## src/rtl/demux1to4_stream.sv

```systemverilog
// Registered 1-to-4 valid/ready stream demultiplexer.
// One small FIFO per output channel; in_sel picks the destination.
module demux1to4_stream #(
  parameter int WIDTH = 8,
  parameter int DEPTH = 2
) (
  input  logic               clk,
  input  logic               reset,
  input  logic [WIDTH-1:0]   in_data,
  input  logic [1:0]         in_sel,
  input  logic               in_valid,
  output logic               in_ready,
  output logic [4*WIDTH-1:0] out_data,
  output logic [3:0]         out_valid,
  input  logic [3:0]         out_ready,
  output logic [15:0]        acc_count
);

  localparam int PW = $clog2(DEPTH);
  localparam logic [PW:0] FULL_OCC = (PW+1)'(DEPTH);

  logic [3:0] full;
  logic [3:0] push;
  logic [3:0] pop;
  logic       take;

  // Ready looks only at the addressed channel's occupancy.
  always_comb begin
    in_ready = !full[in_sel];
    take     = in_valid && in_ready;
  end

  for (genvar k = 0; k < 4; k++) begin : ch
    logic [WIDTH-1:0] mem [DEPTH];
    logic [PW-1:0]    wp;
    logic [PW-1:0]    rp;
    logic [PW:0]      occ;

    assign full[k]      = (occ == FULL_OCC);
    assign out_valid[k] = (occ != '0);
    assign push[k]      = take && (in_sel == 2'(k));
    assign pop[k]       = out_valid[k] && out_ready[k];
    assign out_data[k*WIDTH +: WIDTH] = mem[rp];

    // Per-channel FIFO storage, pointers and occupancy.
    always_ff @(posedge clk or posedge reset) begin
      if (reset) begin
        for (int i = 0; i < DEPTH; i++) begin
          mem[i] <= '0;
        end
        wp  <= '0;
        rp  <= '0;
        occ <= '0;
      end else begin
        if (push[k]) begin
          mem[wp] <= in_data;
          wp      <= wp + 1'b1;
        end
        if (pop[k]) begin
          rp <= rp + 1'b1;
        end
        unique case ({push[k], pop[k]})
          2'b10:   occ <= occ + 1'b1;
          2'b01:   occ <= occ - 1'b1;
          default: occ <= occ;
        endcase
      end
    end
  end

  // Count every accepted word; wraps naturally at 16 bits.
  always_ff @(posedge clk or posedge reset) begin
    if (reset) begin
      acc_count <= '0;
    end else if (take) begin
      acc_count <= acc_count + 16'd1;
    end
  end

endmodule
```

## config.mk

```make
export PLATFORM = sky130hd
export DESIGN_NAME = demux1to4_stream
export DESIGN_NICKNAME = d
export VERILOG_FILES = /design/src/rtl/demux1to4_stream.sv
export SDC_FILE = /design/constraint.sdc
export NUM_CORES = 1
export LEC_CHECK = 0
export BUFFER_PORTS_ARGS = -buffer_cell sky130_fd_sc_hd__buf_2
export CORE_AREA = 4 4 120 76
export CTS_CLUSTER_DIAMETER = 80
export DETAILED_ROUTE_END_ITERATION = 16
export DIE_AREA = 0 0 124 80
export PLACE_DENSITY = 0.77
export SLEW_MARGIN = 0
export SYNTH_ARGS = -nofsm -noshare
export SYNTH_HDL_FRONTEND = slang
export SYNTH_SLANG_ARGS = --single-unit
```

## constraint.sdc

```tcl
create_clock -name clk -period 4.1 [get_ports clk]
set_clock_uncertainty 0.05 [all_clocks]
set_input_delay 0.82 -clock clk [delete_from_list [all_inputs] [get_ports clk]]
set_output_delay 0.82 -clock clk [all_outputs]
set_load 0.01 [all_outputs]
```

# Word-level counts from Yosys, hierarchy flattened
# Cells that the tools add are included.
# totals
register_bits	96
inputBits	17
output_inout_bits	53
elab_cells	127
# classes
addsub	17
order_cmp	13
eq_ne	15
n_mux	30
n_bitwise	8
reduce_logical	23
# ops
op	n
$mux 8	16
$bwmux 16	4
$demux 8 s1	4
$eq 2x2->1 const B	10
$add 16x1->16 const B	1
$ge 2x2->1 const B	8
$not 1->2	8
$pmux 2 s2	4
$reduce_bool 2->1	8
$logic_and 1x1->1	13
$eq 2x1->1 const B	5
$add 1x1->1 const B	8
$add 2x1->2 const B	4
$lt 2x1->1 const B	4
$sub 2x1->2 const B	4
$lt 2x3->1 const B	1
$bmux 1 s2	1
$logic_not 2->1	1
$logic_not 1->1	1
$mux 1	1

# Logic depth before layout (Yosys ltp)
# Gate-level depths: netlist of the first run.
# depth
word_depth	8
mapped_depth	10
ltp_nobuf	8

# Worst setup path before layout of the first run
# No wires, ideal clock.
# synth_timing
kind	input to output
startpoint	input port in_sel[1]
endpoint	output port in_ready
arrival_time_ns	1.523
required_ns	3.230
path_slack_ns	1.707
cell_stages	4
n_path_buf	1
cell_sequence	buf_6 > or2b_1 > o22ai_2 > nor2_1
# synth_between
elab_chain_len	3
# synth_rtl
item	line	rtl
start, declared	10	input logic [1:0] in_sel,
$bmux 1 s2	29	in_ready = !full[in_sel];
$mux 1 (not written as such)	29	
$logic_not 1->1	29	
end, declared	12	output logic in_ready,
# Every way passes these cells. The select of a mux whose other input is x is not followed.

# Final worst setup path of the first run
# layout_timing
startpoint	input port in_sel[0]
endpoint	output port in_ready
# Same word-level chain as after synthesis.

==> out/summary.txt, run 1 <==
=================================================================================================================
Sequential area share after synthesis                                                                      54.89%
Area growth, synth to finish                                                                               17.32%
Placed insts                                                                                                  474
Clock tree from TritonCTS                                                                                   built
Final wirelength                                                                                          8922 um
List of most frequent post-synthesis cells                                                           96 x dfrtp_1, 95 x mux2_2, 23 x xnor2_1
Nature of the critical path endpoint                                                                   output pin
Class of the tightest hold or removal check                                                          flip-flop to flip-flop
First-pass GRT wire length                                                                               14770 um
Remaining global-route overflow                                                                                 0
Main area contributors after synthesis                                                               dfrtp_1 55%, mux2_2 24%, xnor2_1 4.6%
Final count of pins violating max slew                                                                          0
Length of the first detailed-routing pass in iterations                                                         4
Most frequent cell after synthesis                                                                        dfrtp_1
Largest family of logic cells by synthesized area                                                    multiplexers
Post-synthesis cell count                                                                                     303
Lkg Pwr                                                                                               0.002360 uW
Cell type contributing the most total cell area after synthesis                                           dfrtp_1
HPWL Detailed                                                                                             6293 um
Top fanout value on the critical path                                                                          11
Cell Area, Synth                                                                                         4377 um2
DR iter-0 viols                                                                                               138
Xor-xnor portion of the synthesized cell area                                                              7.004%
Filler instances                                                                                              587
Final hold violation count                                                                                      0
Initial Utilization                                                                                        55.75%
Number of unique standard cell types used by synthesis                                                         31
Compound-cell area share of the yosys netlist                                                              1.058%
Clk Latency, worst-skew pair                                                                               340 ps
Total die area                                                                                           9920 um2
Layout cells sized above 1                                                                                 51.83%
Mux share of post-synthesis cell area                                                                      25.13%
Setup repair after global routing missed its margin                                                         false
Standard-cell rows                                                                                             25
Launching element type of the critical path                                                            input port
Area of the multi-input gates                                                                            1914 um2
Library cell used as clock root buffer                                                                  clkbuf_16
Arithmetic-cell share of the synthesized area counting full adders, half adders and majority gates         1.429%
Maximum number of pins on one net before global-route repair                                                   55
Count of placed standard cells in the final layout, fillers left out                                          490
Antenna Diode Count                                                                                             0
Average wire length per cell after detail routing                                                        18.21 um
Number of gates given a new drive strength after cts                                                            0
Inserted Clock Buffers                                                                                          9
Number of H-tree levels                                                                                         3
Worst setup path category                                                                            input port to output pin
Clock Path Buffers                                                                                              2
Vias in the first global route                                                                               2811
Top Ports                                                                                                      70
Post-CTS setup buffers                                                                                          0
Total negative setup slack                                                                                   0 ps
Yosys reg bits                                                                                                 96
Power per cell area                                                                                  797.6 nW/um2
Routed via count divided by cell count                                                                      5.388
Main synth FF type                                                                                        dfrtp_1
Highest achievable clock rate                                                                           373.0 MHz
Period minus WS final                                                                                     2681 ps
Max capacitance violation total                                                                                 0
FFs w/ async S/R, synth                                                                                    100.0%
Result of the run                                                                                    finished clean
Clock transition at the register clock pins on the worst setup and hold paths after CTS                     60 ps
Remaining antenna violation count                                                                               0
Post-CTS Hold Fix Bufs                                                                                          0
Core box area                                                                                            7851 um2
Basic-gate share of the synthesized area counting and, or, nand and nor cells                              9.119%
CP Data Required Time                                                                                     3230 ps
Die Y-Extent                                                                                                80 um
IO Port Bufs                                                                                                   69
Routability-driven placement congestion ratio                                                              0.7831
Syn. warnings                                                                                                   0
Number of flops mapped to enable cells by yosys                                                                 0
FF/Latch Area                                                                                            2402 um2
Max VDD drop                                                                                          0.0004135 V
Detailed-route via count                                                                                     2640
Post-detailed-route DRC marker count                                                                            0
Number of sinks driven by the clock tree                                                                       96
Syn_area_per_cell                                                                                       14.44 um2
Worst-case headroom to the max-slew limit                                                                  38.69%
Chip Width                                                                                                 124 um
Final cycle utilization of the critical path                                                               65.39%
Antenna violations before repair                                                                                0
Number of nets in the finished design                                                                         399
# setup viols final                                                                                             0
Share of the synthesized area in the top cell type                                                         54.89%
Net Count, Synth                                                                                              325
Data arrival time at the worst-slack endpoint                                                             1810 ps
Transition time at the pin with the least slew margin                                                    918.5 ps
Overall routing resource usage                                                                             19.93%
=================================================================================================================
## report_power, final
part           switching [uW]  internal (uW)
Sequential                336           1380
Clock                     346            535
Combinational             644            856
## final cells by class
class,instances,area share [%]
clock buffer,11,4.532
clock inverter,5,1.584
inverter,2,0.1706
multi-input combinational,197,37.28
sequential,96,46.78
tap,108,2.632
timing repair buffer,71,7.018
## per-layer routing
layer	track usage, %	part of all wire (%)	wire length [um]	up-vias
li1	-	-	-	1223
met1	28.45	48	4307	1348
met2	29.70	45	4058	59
met3	5.737	5.1	454	10
met4	5.792	1.1	102	0
met5	0	0	0	-
## critical path, cell delays in order
cell     delay (ps)
buf_2           250
or2b_1          270
o22ai_2         240
nor2_1           90
buf_2           150
## sequential cells by signal, indices dropped and copies added (netlist names)
name and flops:
ch.rp 4, acc_count 16, ch.mem 64, ch.occ 8
ch.wp 4
## stage by stage
| stage | setup WS, ps | power [uW] | util, % | instance area [um2] | hold WS, ps |
|---|---|---|---|---|---|
| detailed placement | 1413 | 3239 | 61.40 | 4821 | 414.4 |
| finish | 1419 | 4096 | 65.40 | 5135 | 414.9 |
| CTS | 1412 | 4141 | 65.40 | 5135 | 423.4 |
| global placement | 1445 | 3165 | 61.40 | 4821 | 404.3 |
| global route | 1350 | 4362 | 65.40 | 5135 | 435.7 |
| floorplan | 724.6 | 2724 | - | 4377 | 405.9 |
## path summary, 6_finish.rpt
check | start | end | slack [ps] | cells past startpoint
worst max-delay path | in_sel[0] | in_ready | 1420 | 5
worst min-delay path | acc_count[15] | acc_count[15] | 410 | 1
worst max register to register | ch[1].occ[0] | ch[3].occ[1] | 2010 | 8
worst min register to register | acc_count[15] | acc_count[15] | 410 | 1
max in group asynchronous | reset | ch[1].mem[12] | 2560 | 3
min in group asynchronous | reset | acc_count[15] | 600 | 2
## layout by cell type (no fill, tap or decap), drive strengths merged, types with 2 or more instances in the layout
cell type and n:
mux2 97, nand2b 4, buf 71, dfrtp 96
nor2 9, ha 5, nand2 5, clkinv 3
bufinv 2, xnor2 23, nand3 10, or2 4
and2 8, and3 2, nand4 4, nand4b 3
clkbuf 11, xor2 12, and4 4
## logic make-up after synthesis
group | count (synthesis)
multiplexers | 97
AO/OA/AOI/OAI | 3
flip-flops | 96
adder cells (fa/ha/maj) | 5
XOR/XNOR | 35
AND/OR/NAND/NOR | 57
buffers and inverters | 10
No activity file was read; power rests on OpenSTA's default activity.
==> inputs of run 2 (changes only) <==
CORE_AREA = 4 4 125 79   (was 4 4 120 76)
DIE_AREA = 0 0 129 83   (was 0 0 124 80)
PLACE_DENSITY = 0.75   (was 0.77)
clock period = 2.2 ns   (was 4.1 ns; I/O delays follow)
==> run 2 against run 1 <==
Non-clock buffer count up 5. Sequential power up 86%. Clock power up 89%. Critical path depth unchanged. Largest power group unchanged. Core utilization down 6.6 points. Global-route usage down 1.6 points. Register-to-register slack worse by 1700 ps. Power up 88%. Sequential share of layout area down 0.62 points. Design area up 1.3%.
==> out/summary.txt, run 2 (synthesis gave the netlist of run 1 again) <==
======================================================================================================
Result of the run                                                                         finished clean
Detailed-route via count                                                                          2644   +0.15%
Cell depth of the worst flop-to-flop path                                                            7   -1
# setup viols final                                                                                  0   unchanged
Sum of internal, switching and leakage power                                                   7697 uW   +88%
Final cycle utilization of the critical path                                                    93.93%
Crit path setup slack, layout                                                                 133.6 ps   -1285 ps
Final Util                                                                                      58.79%   -6.6 points
Power share of the sequential group                                                              41.5%   -0.4 points
Number of nets in the finished design                                                              404   +1.3%
Inserted Clock Buffers                                                                               9   unchanged
Setup repair after global routing missed its margin                                              false
Transition time at the pin with the least slew margin                                         521.7 ps   -396.8 ps
Clock group share of total power                                                                 21.5%   about the same
First-pass GRT wire length                                                                    14960 um   +1.3%
Clock Path Buffers                                                                                   2   unchanged
IO Port Bufs                                                                                        69   unchanged
Core box area                                                                                 8851 um2   +13%
Layout cells sized above 1                                                                      52.97%   +1.1 points
Launching element type of the critical path                                                  flip-flop
Data arrival time at the worst-slack endpoint                                                  1580 ps   -230 ps
Remaining antenna violation count                                                                    0   unchanged
Worst-case headroom to the max-slew limit                                                       65.12%   +26 points
Length of the first detailed-routing pass in iterations                                              4   unchanged
Initial Utilization                                                                             49.45%   -6.3 points
Top library cells by usage in the layout, fill and taps aside                             96 x dfrtp_1, 95 x mux2_2, 69 x buf_2, 23 x xnor2_1, 12 x xor2_1
Number of gates given a new drive strength after cts                                                 0   unchanged
Clock tree from TritonCTS                                                                        built
Average wire length per cell after detail routing                                             18.21 um   about the same
Worst hold margin                                                                             190.7 ps   -224.2 ps
Remaining global-route overflow                                                                      0   unchanged
Routed via count divided by cell count                                                           5.256   -2.4%
Max capacitance violation total                                                                      0   unchanged
Internal power                                                                                 5192 uW   +87%
DR iter-0 viols                                                                                    129   -6.5%
Reg2reg setup slack                                                                             310 ps   -1700 ps
Final wirelength                                                                               9159 um   +2.7%
CP Data Required Time                                                                          1710 ps   -1520 ps
Antenna Diode Count                                                                                  0   unchanged
Final hold violation count                                                                           0   unchanged
Lkg Pwr                                                                                    0.002392 uW   +1.3%
HPWL Detailed                                                                                  6527 um   +3.7%
Fraction of power spent switching nets                                                          32.54%   +0.15 points
Number of sinks driven by the clock tree                                                            96   unchanged
Register with the most flip-flops                                                               ch.mem
Period minus WS final                                                                          2066 ps
Overall routing resource usage                                                                  18.34%   -1.6 points
Worst setup path category                                                                 flip-flop to output pin
Class of the tightest hold or removal check                                               input port to async pin
Power per cell area                                                                        1479 nW/um2   +85%
Largest register FFs                                                                                64   unchanged
Total die area                                                                               10710 um2   +7.9%
Area growth, synth to finish                                                                    18.90%
Top fanout value on the critical path                                                                4   -7
Highest achievable clock rate                                                                483.9 MHz
Clk Latency, worst-skew pair                                                                    340 ps   about the same
Post-CTS Hold Fix Bufs                                                                               0   unchanged
Final count of pins violating max slew                                                               0   unchanged
Library cell used as clock root buffer                                                       clkbuf_16
Chip Width                                                                                      129 um   +4.0%
Origin of the critical flop-to-flop path                                                  ch[0].occ[0]
Net switching power of the design                                                              2504 uW   +89%
Portion of total power attributed to combinational logic                                         36.9%   +0.3 points
Vias in the first global route                                                                    2808   -0.11%
Clock transition at the register clock pins on the worst setup and hold paths after CTS          60 ps   about the same
Total negative setup slack                                                                        0 ps   unchanged
Max VDD drop                                                                               0.0007305 V   +77%
Standard-cell rows                                                                                  27   +8.0%
Post-CTS setup buffers                                                                               0   unchanged
Reg2Reg Capture Point                                                                     ch[3].occ[1]
Antenna violations before repair                                                                     0   unchanged
Top Ports                                                                                           70   unchanged
Routability-driven placement congestion ratio                                                   0.7892   +0.78%
Number of H-tree levels                                                                              3   unchanged
Die Y-Extent                                                                                     83 um   +3.8%
Post-detailed-route DRC marker count                                                                 0   unchanged
Nature of the critical path endpoint                                                        output pin
Minimum setup slack after placement                                                           99.42 ps   -1314 ps
Most common library cell in the layout ignoring fill and taps                                  dfrtp_1
Maximum number of pins on one net before global-route repair                                        97   +76%
Largest registers ranked by flip-flop count                                               ch.mem x64, acc_count x16, ch.occ x8
======================================================================================================
run 2: cell types whose count changed in the layout (fill, tap and decap cells not counted):
cell,before,now
buf_4,2,6
clkbuf_1,2,0
buf_12,0,1
clkinvlp_4,1,2
inv_6,0,1
run 2: through the flow:
| step | std cells | instance area, um2 |
|---|---|---|
| finish | 503 | 5204 |
| global route | 503 | 5204 |
| CTS | 503 | 5204 |
| detailed placement | 487 | 4883 |
| global placement | 487 | 4883 |
| floorplan | 303 | 4380 |
run 2: layout make-up:
| type | instances | area, um2 |
|---|---|---|
| clock buffers | 9 | 225.2 |
| clock inverters | 7 | 95.09 |
| fillers | 715 | 3647 |
| inverters | 2 | 11.26 |
| multi-input cells | 197 | 1914 |
| flip-flops and latches | 96 | 2402 |
| well taps | 116 | 145.1 |
| repair buffers | 76 | 410.4 |
run 2: critical path, stage by stage (launching register included):
cell and delay (ps):
dfrtp_1 420, nand2b_1 210, o22ai_2 250, buf_4 170, nor2_1 40, buf_2 140
run 2: power groups by stage:
stage	Sequential, uW	Combinational (uW)	Clock (uW)
floorplan	2970	2110	0
global placement	3160	2780	0
detailed placement	3230	2880	0
CTS	3200	2900	1710
global route	3300	3090	1780
finish	3200	2840	1660
run 2: per-layer routing:
layer  GRT usage [%]  wire (um)  vias to the layer above
met5               0          0                        -
met4           3.622         77                        0
met3           7.455        525                        7
met2           27.49       4262                       58
met1           25.36       4293                     1352
li1                -          -                     1227
run 2: worst max-delay path by stage:
stage / cells past startpoint / to / from
2_1_floorplan: 9 / ch[3].occ[1] / in_sel[0]
3_3_place_gp: 8 / ch[3].occ[1] / in_sel[0]
3_5_place_dp: 8 / ch[3].occ[1] / in_sel[0]
4_1_cts: 5 / in_ready / ch[2].occ[0]
5_1_grt: 5 / in_ready / ch[0].occ[0]
6_report: 5 / in_ready / ch[2].occ[0]
